<file path="config.mk">
export PLATFORM = sky130hd
export DESIGN_NAME = pwm_fade_ctrl
export DESIGN_NICKNAME = d
export VERILOG_FILES = /design/src/rtl/pwm_fade_ctrl.sv
export SDC_FILE = /design/constraint.sdc
export NUM_CORES = 1
export LEC_CHECK = 0
export CORE_AREA = 2 2 92 94
export DETAILED_ROUTE_END_ITERATION = 12
export DIE_AREA = 0 0 94 96
export GPL_TIMING_DRIVEN = 0
export HOLD_SLACK_MARGIN = 0.06
export PLACE_DENSITY = 0.68
export SLEW_MARGIN = 30
export SYNTH_ARGS = -nofsm -noshare
export SYNTH_HDL_FRONTEND = slang
export SYNTH_SLANG_ARGS = --single-unit
</file>
<file path="constraint.sdc">
create_clock -name clk -period 6.6 [get_ports clk]
set_input_delay 0.99 -clock clk [delete_from_list [all_inputs] [get_ports clk]]
set_output_delay 0.99 -clock clk [all_outputs]
set_load 0.05 [all_outputs]
</file>
<file path="src/rtl/pwm_fade_ctrl.sv">
`default_nettype none
// ============================================================================
// pwm_fade_ctrl : duty-cycle sequencer (direct / linear ramp / breathe) for the LED PWM path
// Revision      : 1.0
// ============================================================================
module pwm_fade_ctrl #(
  parameter int HOLD_TICKS = 16,
  parameter int DIV_W      = 16
) (
  input  logic             clk,
  input  logic             rst_n,
  input  logic [7:0]       target_i,
  input  logic [1:0]       mode_i,
  input  logic [DIV_W-1:0] step_div_i,
  output logic [7:0]       duty_o,
  output logic [2:0]       state_o,
  output logic             busy_o,
  output logic             at_target_o
);

  typedef enum logic [2:0] {
    IDLE    = 3'd0,
    UP      = 3'd1,
    DOWN    = 3'd2,
    HOLD_HI = 3'd3,
    HOLD_LO = 3'd4
  } state_t;

  state_t           state;
  logic [7:0]       duty;
  logic             busy;
  logic [DIV_W-1:0] cnt;
  logic [7:0]       hold_cnt;
  logic [1:0]       mode_prev;

  logic             mode_chg;
  logic             tick;
  logic             is_direct;
  logic             use_ramp;
  logic             hold_done;
  logic [DIV_W-1:0] cnt_run;
  logic [7:0]       duty_inc;
  logic [7:0]       duty_dec;
  state_t           ramp_state;

  assign mode_chg   = (mode_i != mode_prev);
  // a mode switch restarts the step period, so no step is taken on that cycle
  assign tick       = (state != IDLE) && !mode_chg && (cnt >= step_div_i);
  assign is_direct  = (mode_i == 2'b00) || (mode_i == 2'b11);
  assign use_ramp   = (mode_i == 2'b01) || (target_i == 8'd0);
  assign cnt_run    = (state == IDLE || mode_chg || tick) ? '0 : cnt + DIV_W'(1);
  // the tick that enters a hold already counts as the first dwell tick
  assign hold_done  = ({1'b0, hold_cnt} + 9'd2) >= 9'(HOLD_TICKS);
  assign duty_inc   = (duty == 8'hFF) ? duty : duty + 8'd1;
  assign duty_dec   = (duty == 8'h00) ? duty : duty - 8'd1;
  assign ramp_state = (duty < target_i) ? UP : ((duty > target_i) ? DOWN : IDLE);

  always_ff @(posedge clk or negedge rst_n) begin
    if (!rst_n) begin
      state     <= IDLE;
      duty      <= 8'd0;
      busy      <= 1'b0;
      cnt       <= '0;
      hold_cnt  <= 8'd0;
      mode_prev <= 2'b00;
    end else begin
      mode_prev <= mode_i;
      if (is_direct) begin
        state    <= IDLE;
        busy     <= 1'b0;
        duty     <= target_i;
        cnt      <= '0;
        hold_cnt <= 8'd0;
      end else if (use_ramp) begin
        state    <= ramp_state;
        busy     <= (ramp_state != IDLE);
        cnt      <= (ramp_state == IDLE) ? '0 : cnt_run;
        hold_cnt <= 8'd0;
        if (tick && state == UP && duty < target_i) begin
          duty <= duty_inc;
        end else if (tick && state == DOWN && duty > target_i) begin
          duty <= duty_dec;
        end
      end else if (mode_chg || state == IDLE) begin
        state    <= UP;
        busy     <= 1'b1;
        cnt      <= '0;
        hold_cnt <= 8'd0;
      end else begin
        busy <= 1'b1;
        cnt  <= cnt_run;
        if (tick) begin
          case (state)
            UP: begin
              if (duty < target_i) begin
                duty <= duty_inc;
              end else if (duty > target_i) begin
                duty <= duty_dec;
              end else begin
                state    <= HOLD_HI;
                hold_cnt <= 8'd0;
              end
            end
            HOLD_HI: begin
              if (hold_done) state <= DOWN;
              else           hold_cnt <= hold_cnt + 8'd1;
            end
            DOWN: begin
              if (duty == 8'd0) begin
                state    <= HOLD_LO;
                hold_cnt <= 8'd0;
              end else begin
                duty <= duty_dec;
              end
            end
            HOLD_LO: begin
              if (hold_done) state <= UP;
              else           hold_cnt <= hold_cnt + 8'd1;
            end
            default: state <= UP;
          endcase
        end
      end
    end
  end

  assign duty_o      = duty;
  assign state_o     = state;
  assign busy_o      = busy;
  assign at_target_o = (duty == target_i);

endmodule
`default_nettype wire

</file>
# Word level (Yosys, flattened, before mapping)
# Index checks and enable logic that the tools add are counted.
[classes]
n_addsub = 5
order_cmp = 4
eq_ne = 19
muxes = 40
reduce_logical = 26
[ops]
columns = ["op", "count"]
rows = [
  ["8-bit two-way mux", 19],
  ["16-bit two-way mux", 5],
  ["5-bit inequality test, second input constant", 6],
  ["3-bit two-way mux", 9],
  ["8-bit one-hot mux with 3 select lines", 1],
  ["6-bit AND reduction", 3],
  ["16-bit by 1-bit adder with 16-bit output, second input constant", 1],
  ["8-bit by 1-bit adder with 8-bit output, second input constant", 2],
  ["16-bit >= comparator", 1],
  ["8-bit zero test", 2],
  ["8-bit one-hot mux with 2 select lines", 1],
  ["3-bit one-hot mux with 4 select lines", 1],
  ["8-bit by 2-bit adder with 9-bit output, second input constant", 1],
  ["9-bit by 5-bit >= comparator with 1-bit output, second input constant", 1],
  ["3-bit nonzero test", 3],
  ["8-bit equality test", 1],
  ["8-bit equality test, second input constant", 1],
  ["8-bit greater-than comparator", 1],
  ["8-bit less-than comparator", 1],
  ["4-bit nonzero test", 2],
  ["8-bit by 1-bit subtractor with 8-bit output, second input constant", 1],
  ["3-bit by 2-bit equality test with 1-bit output, second input constant", 2],
  ["1-bit logical AND", 6],
  ["3-bit zero test", 2],
  ["other kinds (16)", 21],
]
[word_totals]
reg_bits = 38
in_bits = 28
out_inout_bits = 13
wordCells = 100

# Depth between registers and ports, before layout
# Gate-level depths: netlist (run 1).
[logic_depth]
word_depth = 10
ltp_mapped = 13

# Worst setup path after synthesis (run 1)
# OpenSTA, ideal clock, no wires.
[synth_timing]
kind = "input to register"
from = "input port step_div_i[15]"
to = "register duty[6], in the netlist duty_o[6]"
setup_time_ps = 130
t_arrival_ps = 3720
required_ps = 6470
setup_slack_ps = 2749
cell_stages = 10
n_path_buf = 1
path_cell_list = "inv_1 -> ha_1 -> nand4_1 -> or4_1 -> o32a_2 -> a2111oi_4 -> buf_2 -> mux2_2 -> a222oi_1 -> a21oi_1"
[synth_via]
elab_chain_cells = 7
word_cells_on_any_way = 12
cone_classes = "order compare: 1; eq/ne: 1; mux: 3; reduce/logical: 7"
[synth_rtl]
columns = ["item", "line", "source"]
rows = [
  ["start, declared", "14", "input logic [DIV_W-1:0] step_div_i,"],
  ["16-bit >= comparator (*)", "48", "assign tick = (state != IDLE) && !mode_chg && (cnt >= step_div_i);"],
  ["1-bit logical AND (*)", "48", ""],
  ["branches (longest 5 deep; another with 6-bit AND reduction)", "--", ""],
  ["end signal, assigned", "71", "duty <= target_i;"],
  ["end signal, assigned", "80", "duty <= duty_inc;"],
  ["end signal, assigned", "82", "duty <= duty_dec;"],
  ["end, declared", "30", "logic [7:0] duty;"],
]
# Mark *: on every way between the ends.
# A chain may end at the register's enable or synchronous reset.

# Worst setup path in the final report (run 1)
[layout_timing]
from = "input port target_i[7]"
to = "output port at_target_o"
[layout_via]
elab_chain_cells = 1
[layout_rtl]
columns = ["item", "line", "source"]
rows = [
  ["start, declared", "12", "input logic [7:0] target_i,"],
  ["8-bit equality test", "130", "assign at_target_o = (duty == target_i);"],
  ["end, declared", "18", "output logic at_target_o"],
]
# Every way passes these cells.

==> results of run 1 <==
-- cell type report --
cell class / count / area (µm²)
Multi-Input combinational cell: 319 / 2160
Sequential cell: 38 / 951
Tap cell: 105 / 131
Buffer: 13 / 53.8
Inverter: 38 / 143
Fill cell: 801 / 4100
Clock buffer: 7 / 86.3
Timing Repair Buffer: 41 / 415
Clock inverter: 1 / 5.00
-- sequential cells by signal (all words and copies together), names as in the netlist --
register and count:
cnt 16, mode_prev 2, busy_o 1, state_o 3, duty_o 8, hold_cnt 8
-- logic make-up after synthesis --
group | Yosys count
AND/OR/NAND/NOR | 158
multiplexers | 9
buffers and inverters | 51
XOR/XNOR | 23
flip-flops | 38
AO/OA/AOI/OAI | 97
adder cells (fa/ha/maj) | 32
-- metal layers --
metal	routed length, µm	share of wire	global-route usage	vias up
met1	3720	0.44	0.245	1474
li1	-	-	-	1561
met2	4060	0.48	0.342	102
met4	146	0.017	0.0809	0
met3	480	0.057	0.0282	14
met5	0	0	0	-
-- per-stage QoR --
| step | power (mW) | hold WS [ns] | util | setup slack [ns] | area [µm²] |
|---|---|---|---|---|---|
| CTS | 1.15 | 0.533 | 0.491 | 2.23 | 3950 |
| detailed placement | 0.968 | 0.515 | 0.479 | 2.00 | 3860 |
| finish | 1.15 | 0.526 | 0.491 | 2.23 | 3950 |
| global placement | 0.955 | 0.512 | 0.477 | 2.00 | 3840 |
| global route | 1.23 | 0.576 | 0.491 | 2.11 | 3950 |
| floorplan | 0.781 | 0.484 | - | 2.75 | 3310 |
-- final timing paths --
check | startpoint | end | slack (ns) | cells past startpoint
worst max-delay path | target_i[7] | at_target_o | 2.23 | 7
worst min register to register | hold_cnt[7] | hold_cnt[7] | 0.53 | 1
max in group asynchronous | rst_n | duty_o[6] | 5.57 | 2
worst min-delay path | hold_cnt[7] | hold_cnt[7] | 0.53 | 1
worst max register to register | cnt[12] | duty_o[6] | 3.10 | 9
min in group asynchronous | rst_n | mode_prev[1] | 0.58 | 1
-- critical path: cells and delay by family --
kind          cells  cell delay, ns
buf+inv           4            1.52
simple gates      2            0.56
fa+ha+maj         1            0.31
-- placed cells by master (no fill, tap or decap), types with 13 or more instances in the layout --
master,instances
dfrtp_1,38
clkdlybuf4s50_1,39
nor2_1,48
a21oi_1,25
nand3_1,21
nand2_1,41
o21ai_0,19
ha_1,32
inv_1,38
xor2_1,13
-- power groups by stage --
stage | clock network (mW) | registers (mW) | logic, mW
finish | 0.173 | 0.304 | 0.672
global route | 0.186 | 0.310 | 0.734
CTS | 0.176 | 0.304 | 0.666
detailed placement | 0 | 0.307 | 0.661
global placement | 0 | 0.307 | 0.647
floorplan | 0 | 0.392 | 0.389
==> key figures, run 1 <==
Critical path
  • Critical path class: primary input to output pin
  • Required @ worst endpoint: 5.61 ns
  • Critical-path top delay cell: clkdlybuf4s50_1
  • Critical path launch point type: primary input
  • CP Max Fanout: 3
  • CP max stage delay: 0.82 ns
  • Worst setup EP type: output pin
  • Crit-path cells: clkdlybuf4s50_1, inv_1, ha_1, nand4_1, or2_2, inv_1, clkdlybuf4s50_1
  • Worst Path Arrival: ~3.4 ns

Synthesis
  • Seq/Total Area, Yosys: 0.287
  • Cells after synthesis: roughly 410
  • Average size of a mapped cell: 8.12 µm²
  • Flops & latches, synth: 38
  • Distinct cells, synth: 54
  • Ranking of synthesized cells by area: dfrtp_1, ha_1, nor2_1
  • Synth warnings: 0
  • Post-synth EDFFs: 0
  • Area share of and/or/nand/nor cells after synthesis: 0.230
  • Cell taking the most area after synthesis: dfrtp_1
  • Adder-Cell Fraction of Synth Area: 0.121
  • Post-synthesis mux area share: 0.0291
  • Largest family of logic cells by synthesized area: simple AND/OR/NAND/NOR gates
  • Asr flop ratio synth: 1.00
  • Commonest cells in the synthesized netlist: nor2_1, nand2_1, dfrtp_1, inv_1, ha_1
  • Compound-Gate Fraction of Synth Area: 0.213
  • Most frequent cell after synthesis: nor2_1
  • Post-Syn Area: around 3300 µm²
  • Share of the synthesized area in the top cell type: 0.287
  • Xor-xnor portion of the synthesized cell area: 0.0608
  • Synth Flop Type: dfrtp_1
  • Synthesized net count: about 470

CTS
  • Clock tree buffer depth: 2
  • Sink Count: 38
  • Post-CTS Setup Bufs: 0
  • Root Driver: clkbuf_8
  • Clk_lat worst skew: around 0.3 ns
  • Cts bufs inserted: 5
  • Clk slew on worst S/H paths: about 0.080 ns
  • # H-tree levels: 2
  • TritonCTS clock tree: done
  • Post-CTS Hold Buffers: 0
  • CTS resizes: 0

Floorplanning
  • Row count: 33
  • Core area: 8050 µm²
  • Die height: between 90 and 100 µm
  • Die Area: ~9000 µm²
  • Initial core utilization: 0.411
  • Ports: between 40 and 50
  • Die width: 94 µm

Timing
  • Clock skew: 0.0167 ns
  • Final Hold Viols: 0
  • Slew Limit Fails: 0
  • Setup_tns: 0 ns
  • RSZ-0062 raised after global routing: false
  • Worst-Margin Slew: a little under 0.8 ns
  • Final-report setup violation count: 0
  • Highest Clock Rate: 229 MHz
  • Slew margin rel.: 0.470
  • Final Cycle Share: 0.662
  • Min Tclk post-route: ~4.4 ns

Run
  • Max Cap Viol: 0

Layout
  • # diodes: 0
  • Nets: 516
  • Layout cells sized above 1: 0.0635
  • Final Non-Filler Cells: 562
  • Area grow syn2layout: 19.3%

Power and ir drop
  • Sw frac: 0.486
  • Sw power: 558 µW
  • Leakage: 1.71 nW
  • Flop pwr share: 0.265
  • Pint: 591 µW
  • Pwr Density: 291 nW/µm²
  • Clock power frac: 0.151
  • Gate power share: 0.585
  • Worst VDD drop: 0.000272 V

Detailed routing
  • DRC violations left: 0
  • Initial DRC count: around 150
  • Total wire length: around 8.4 mm
  • Antenna-violating nets left: 0
  • WL per Instance: 15.0 µm
  • Via density: 5.61
  • Vias: 3151
  • First-pass detailed-route iteration total: 5

GRT
  • Vias in the first global route: ~3000
  • Initial antenna violation count: 0
  • All-Layer GR Usage: 0.197
  • First-pass GRT wire length: 14.1 mm
  • Global route total overflow: 0
  • Pin count of the biggest net entering global routing: 27

Place
  • IO Port Bufs: 40
  • Placed cells: 554
  • GPL Wtd Cong: 0.943
  • Hpwl dp: between 6 and 7 mm

Worst hold path
  • HP Class: flip-flop to flip-flop

Status
  • Status: finished, final reports clean
(Power assumes the default switching activity.)
==> run 2: changes to the inputs <==
clock period = 4.1 ns   (was 6.6 ns; I/O delays follow)
==> results of run 2 <==
The final DEF is identical to that of run 1. Status: finished, final reports clean.
Among the figures that moved: setup slack after placement 2.00 ns -> -0.123 ns; setup slack after layout 2.23 ns -> 0.188 ns; hold slack 0.526 ns -> 0.206 ns; start point of the critical path target_i[7] -> step_div_i[15]; end point of the critical path at_target_o -> duty_o[6]; register-to-register setup slack 3.10 ns -> 0.60 ns; total power 1.15 mW -> 1.85 mW; worst IR drop on VDD 0.000272 V -> 0.000437 V
==> run 3: changes to the inputs <==
ABC_AREA = 0   (was default)
PLACE_DENSITY = 0.71   (was 0.68)
REMOVE_ABC_BUFFERS = 1   (was default)
clock period = 3.36 ns   (was 4.1 ns; I/O delays follow)
==> run 3 against run 2 <==
Against the previous run: register-to-register slack got worse by 0.50 ns; critical endpoint unchanged; count of clock-buffer cells in the layout unchanged; die area unchanged; flip-flop and latch count unchanged; combinational power increased by 12%; clock power increased by 18%; global-route usage increased by 0.34 points.
==> key figures, run 3 (synthesis results as in run 1) <==
CTS
  • Post-CTS Hold Buffers: 0 (unchanged)
  • Sink Count: 38 (unchanged)
  • Root Driver: clkbuf_8
  • Clk_lat worst skew: 0.29 ns (about the same)
  • Cts bufs inserted: 5 (unchanged)
  • Clk slew on worst S/H paths: 0.07 ns (about the same)
  • # H-tree levels: 2 (unchanged)
  • TritonCTS clock tree: done
  • Clock tree buffer depth: 2 (unchanged)

Layout
  • Layout cells sized above 1: 0.133 (+0.0694)
  • Commonest non-fill, non-tap cell in the layout: nor2_1
  • Post-route core utilization: 0.516 (+0.0250)
  • Multi-input logic area: 2290 µm² (+6.0%)
  • Commonest non-fill, non-tap cells in the layout: nor2_1, nand2_1, dfrtp_1, inv_1, clkdlybuf4s50_1
  • # diodes: 0 (unchanged)
  • Register with the most flip-flops: cnt
  • Seq. cell area: 953 µm² (+0.26%)
  • Area grow syn2layout: 25.3%
  • # fillers: 795 (-0.75%)
  • Largest register FFs: 16 (unchanged)
  • Nets: 518 (+0.39%)

Detailed routing
  • WL per Instance: 15.3 µm (+2.4%)
  • Via density: 5.60 (about the same)
  • Total wire length: 8.64 mm (+2.8%)
  • Vias: 3161 (+0.32%)
  • First-pass detailed-route iteration total: 8 (+3)
  • Initial DRC count: 179 (+21%)
  • DRC violations left: 0 (unchanged)
  • Antenna-violating nets left: 0 (unchanged)

Floorplanning
  • Core area: 8050 µm² (unchanged)
  • Die width: 94 µm (unchanged)
  • Die height: 96 µm (unchanged)
  • Die Area: 9020 µm² (unchanged)
  • Ports: 41 (unchanged)
  • Row count: 33 (unchanged)
  • Initial core utilization: 0.411 (unchanged)

Power and ir drop
  • Flop pwr share: 0.310 (+0.045)
  • Clock power frac: 0.147 (-0.004)
  • Sw power: between 1 and 1.5 mW
  • Pint: approximately 1.2 mW
  • Worst VDD drop: 0.000489 V
  • Gate power share: 0.543 (-0.042)
  • Pwr Density: 536 nW/µm²
  • Sw frac: 0.483
  • Pwr Total: 2.23 mW
  • Leakage: 1.83 nW (+7.0%)

Critical path
  • CP Max Fanout: 3
  • Critical-path top delay cell: clkdlybuf4s50_1
  • Critical path launch point type: primary input
  • CP max stage delay: 0.45 ns
  • Critical Path Start: step_div_i[4]
  • End of the critical path: duty_o[6]
  • Worst Path Arrival: 3.42 ns
  • Worst reg2reg path depth: 9 (unchanged)
  • Critical path class: primary input to flip-flop
  • Crit-path leading delay family: compound AO/OA/AOI/OAI gates
  • WP buf/inv: 3
  • Reg-to-Reg End: duty_o[6]
  • Worst setup EP type: flip-flop
  • R2R Setup Slk: ~0.10 ns
  • Required @ worst endpoint: 3.51 ns
  • Critical Path Stages: 11
  • Crit-path cells: clkdlybuf4s50_1, inv_1, ha_1, nand2_1, or4_4, o32a_4, a2111oi_4, buf_4, mux2_4, a222oi_1, a21oi_1
  • RR Startpoint: cnt[15]

Run
  • Max Cap Viol: 0 (unchanged)

GRT
  • First-pass GRT wire length: 14.4 mm (+2.1%)
  • All-Layer GR Usage: 0.200 (+0.00337)
  • Global route total overflow: 0 (unchanged)
  • Initial antenna violation count: 0 (unchanged)
  • Pin count of the biggest net entering global routing: 27 (unchanged)
  • Vias in the first global route: 3019 (-2.1%)

Timing
  • Slew margin rel.: 0.474 (+0.00414)
  • Final-report setup violation count: 0 (unchanged)
  • RSZ-0062 raised after global routing: true
  • Slew Limit Fails: 0 (unchanged)
  • Final Hold Viols: 0 (unchanged)
  • Highest Clock Rate: between 300 and 400 MHz
  • Min Tclk post-route: between 3 and 4 ns
  • Min Hold Slack: between 0.1 and 0.15 ns
  • Clock skew: 0.00651 ns (-0.0102 ns)
  • Final Cycle Share: 0.974
  • Worst-Margin Slew: 0.780 ns (-0.0115 ns)

Status
  • Status: finished, final reports clean

Place
  • IO Port Bufs: 40 (unchanged)
  • Hpwl dp: 6.15 mm (-4.9%)
  • GPL Wtd Cong: 0.934 (-0.92%)

Worst hold path
  • HP Class: primary input to asynchronous set/reset pin
run 3: changes by cell type in the layout (fill, tap and decap cells not counted), sizes merged:
| cell | delta |
|---|---|
| buf | +11 |
| clkbuf | -9 |
| clkdlybuf4s50 | -12 |
| dlygate4sd2 | +5 |
| dlymetal6s2s | +7 |
run 3: worst min-delay path by stage:
stage,startpoint,end,slack (ns),cells past startpoint
after detailed placement,rst_n,hold_cnt[2],0.42,1
after CTS,rst_n,state_o[0],0.12,1
after global routing,rst_n,hold_cnt[2],0.12,1
final,rst_n,hold_cnt[2],0.11,1
after global placement,hold_cnt[7],hold_cnt[7],0.51,1
after floorplan,rst_n,busy_o,0.21,0
run 3: cell type report:
cell class / instances / area share
tap: 105 / 0.0316
multi-input combinational: 319 / 0.552
sequential: 38 / 0.230
clock buffer: 7 / 0.0208
timing repair buffer: 56 / 0.130
inverter: 38 / 0.0344
clock inverter: 1 / 0.00121
run 3: power by group through the flow:
stage / sequential [mW] / clock, mW / combinational (mW)
6_report: 0.689 / 0.328 / 1.21
2_1_floorplan: 0.832 / 0 / 0.676
3_3_place_gp: 0.688 / 0 / 1.14
3_5_place_dp: 0.690 / 0 / 1.17
4_1_cts: 0.683 / 0.339 / 1.20
5_1_grt: 0.701 / 0.360 / 1.35
run 3: metrics by stage:
stage | TNS [ns] | setup WS [ns] | instances | area (µm²)
after floorplan | -1.16 | -0.214 | 395 | 3260
after global placement | -11.35 | -1.39 | 540 | 3790
after detailed placement | -9.53 | -1.06 | 541 | 3810
after CTS | 0 | 0.000174 | 559 | 4040
after global routing | -0.0261 | -0.0261 | 564 | 4150
final | 0 | 0.0872 | 564 | 4150
run 3: layer usage:
layer / wire length (µm) / part of all wire / track usage
met1: 3810 / 0.44 / 0.260
met2: 4310 / 0.50 / 0.357
met3: 419 / 0.048 / 0.0251
met4: 104 / 0.012 / 0.0435
met5: 0 / 0 / 0
run 3: what timing repair did:
| action | in CTS | in global routing |
|---|---|---|
| setup endpoints to repair | 8 | 11 |
| gates cloned | 0 | 0 |
| setup buffers | 10 | 5 |
| pin swaps | 14 | 14 |
| resized for setup | 16 | 20 |
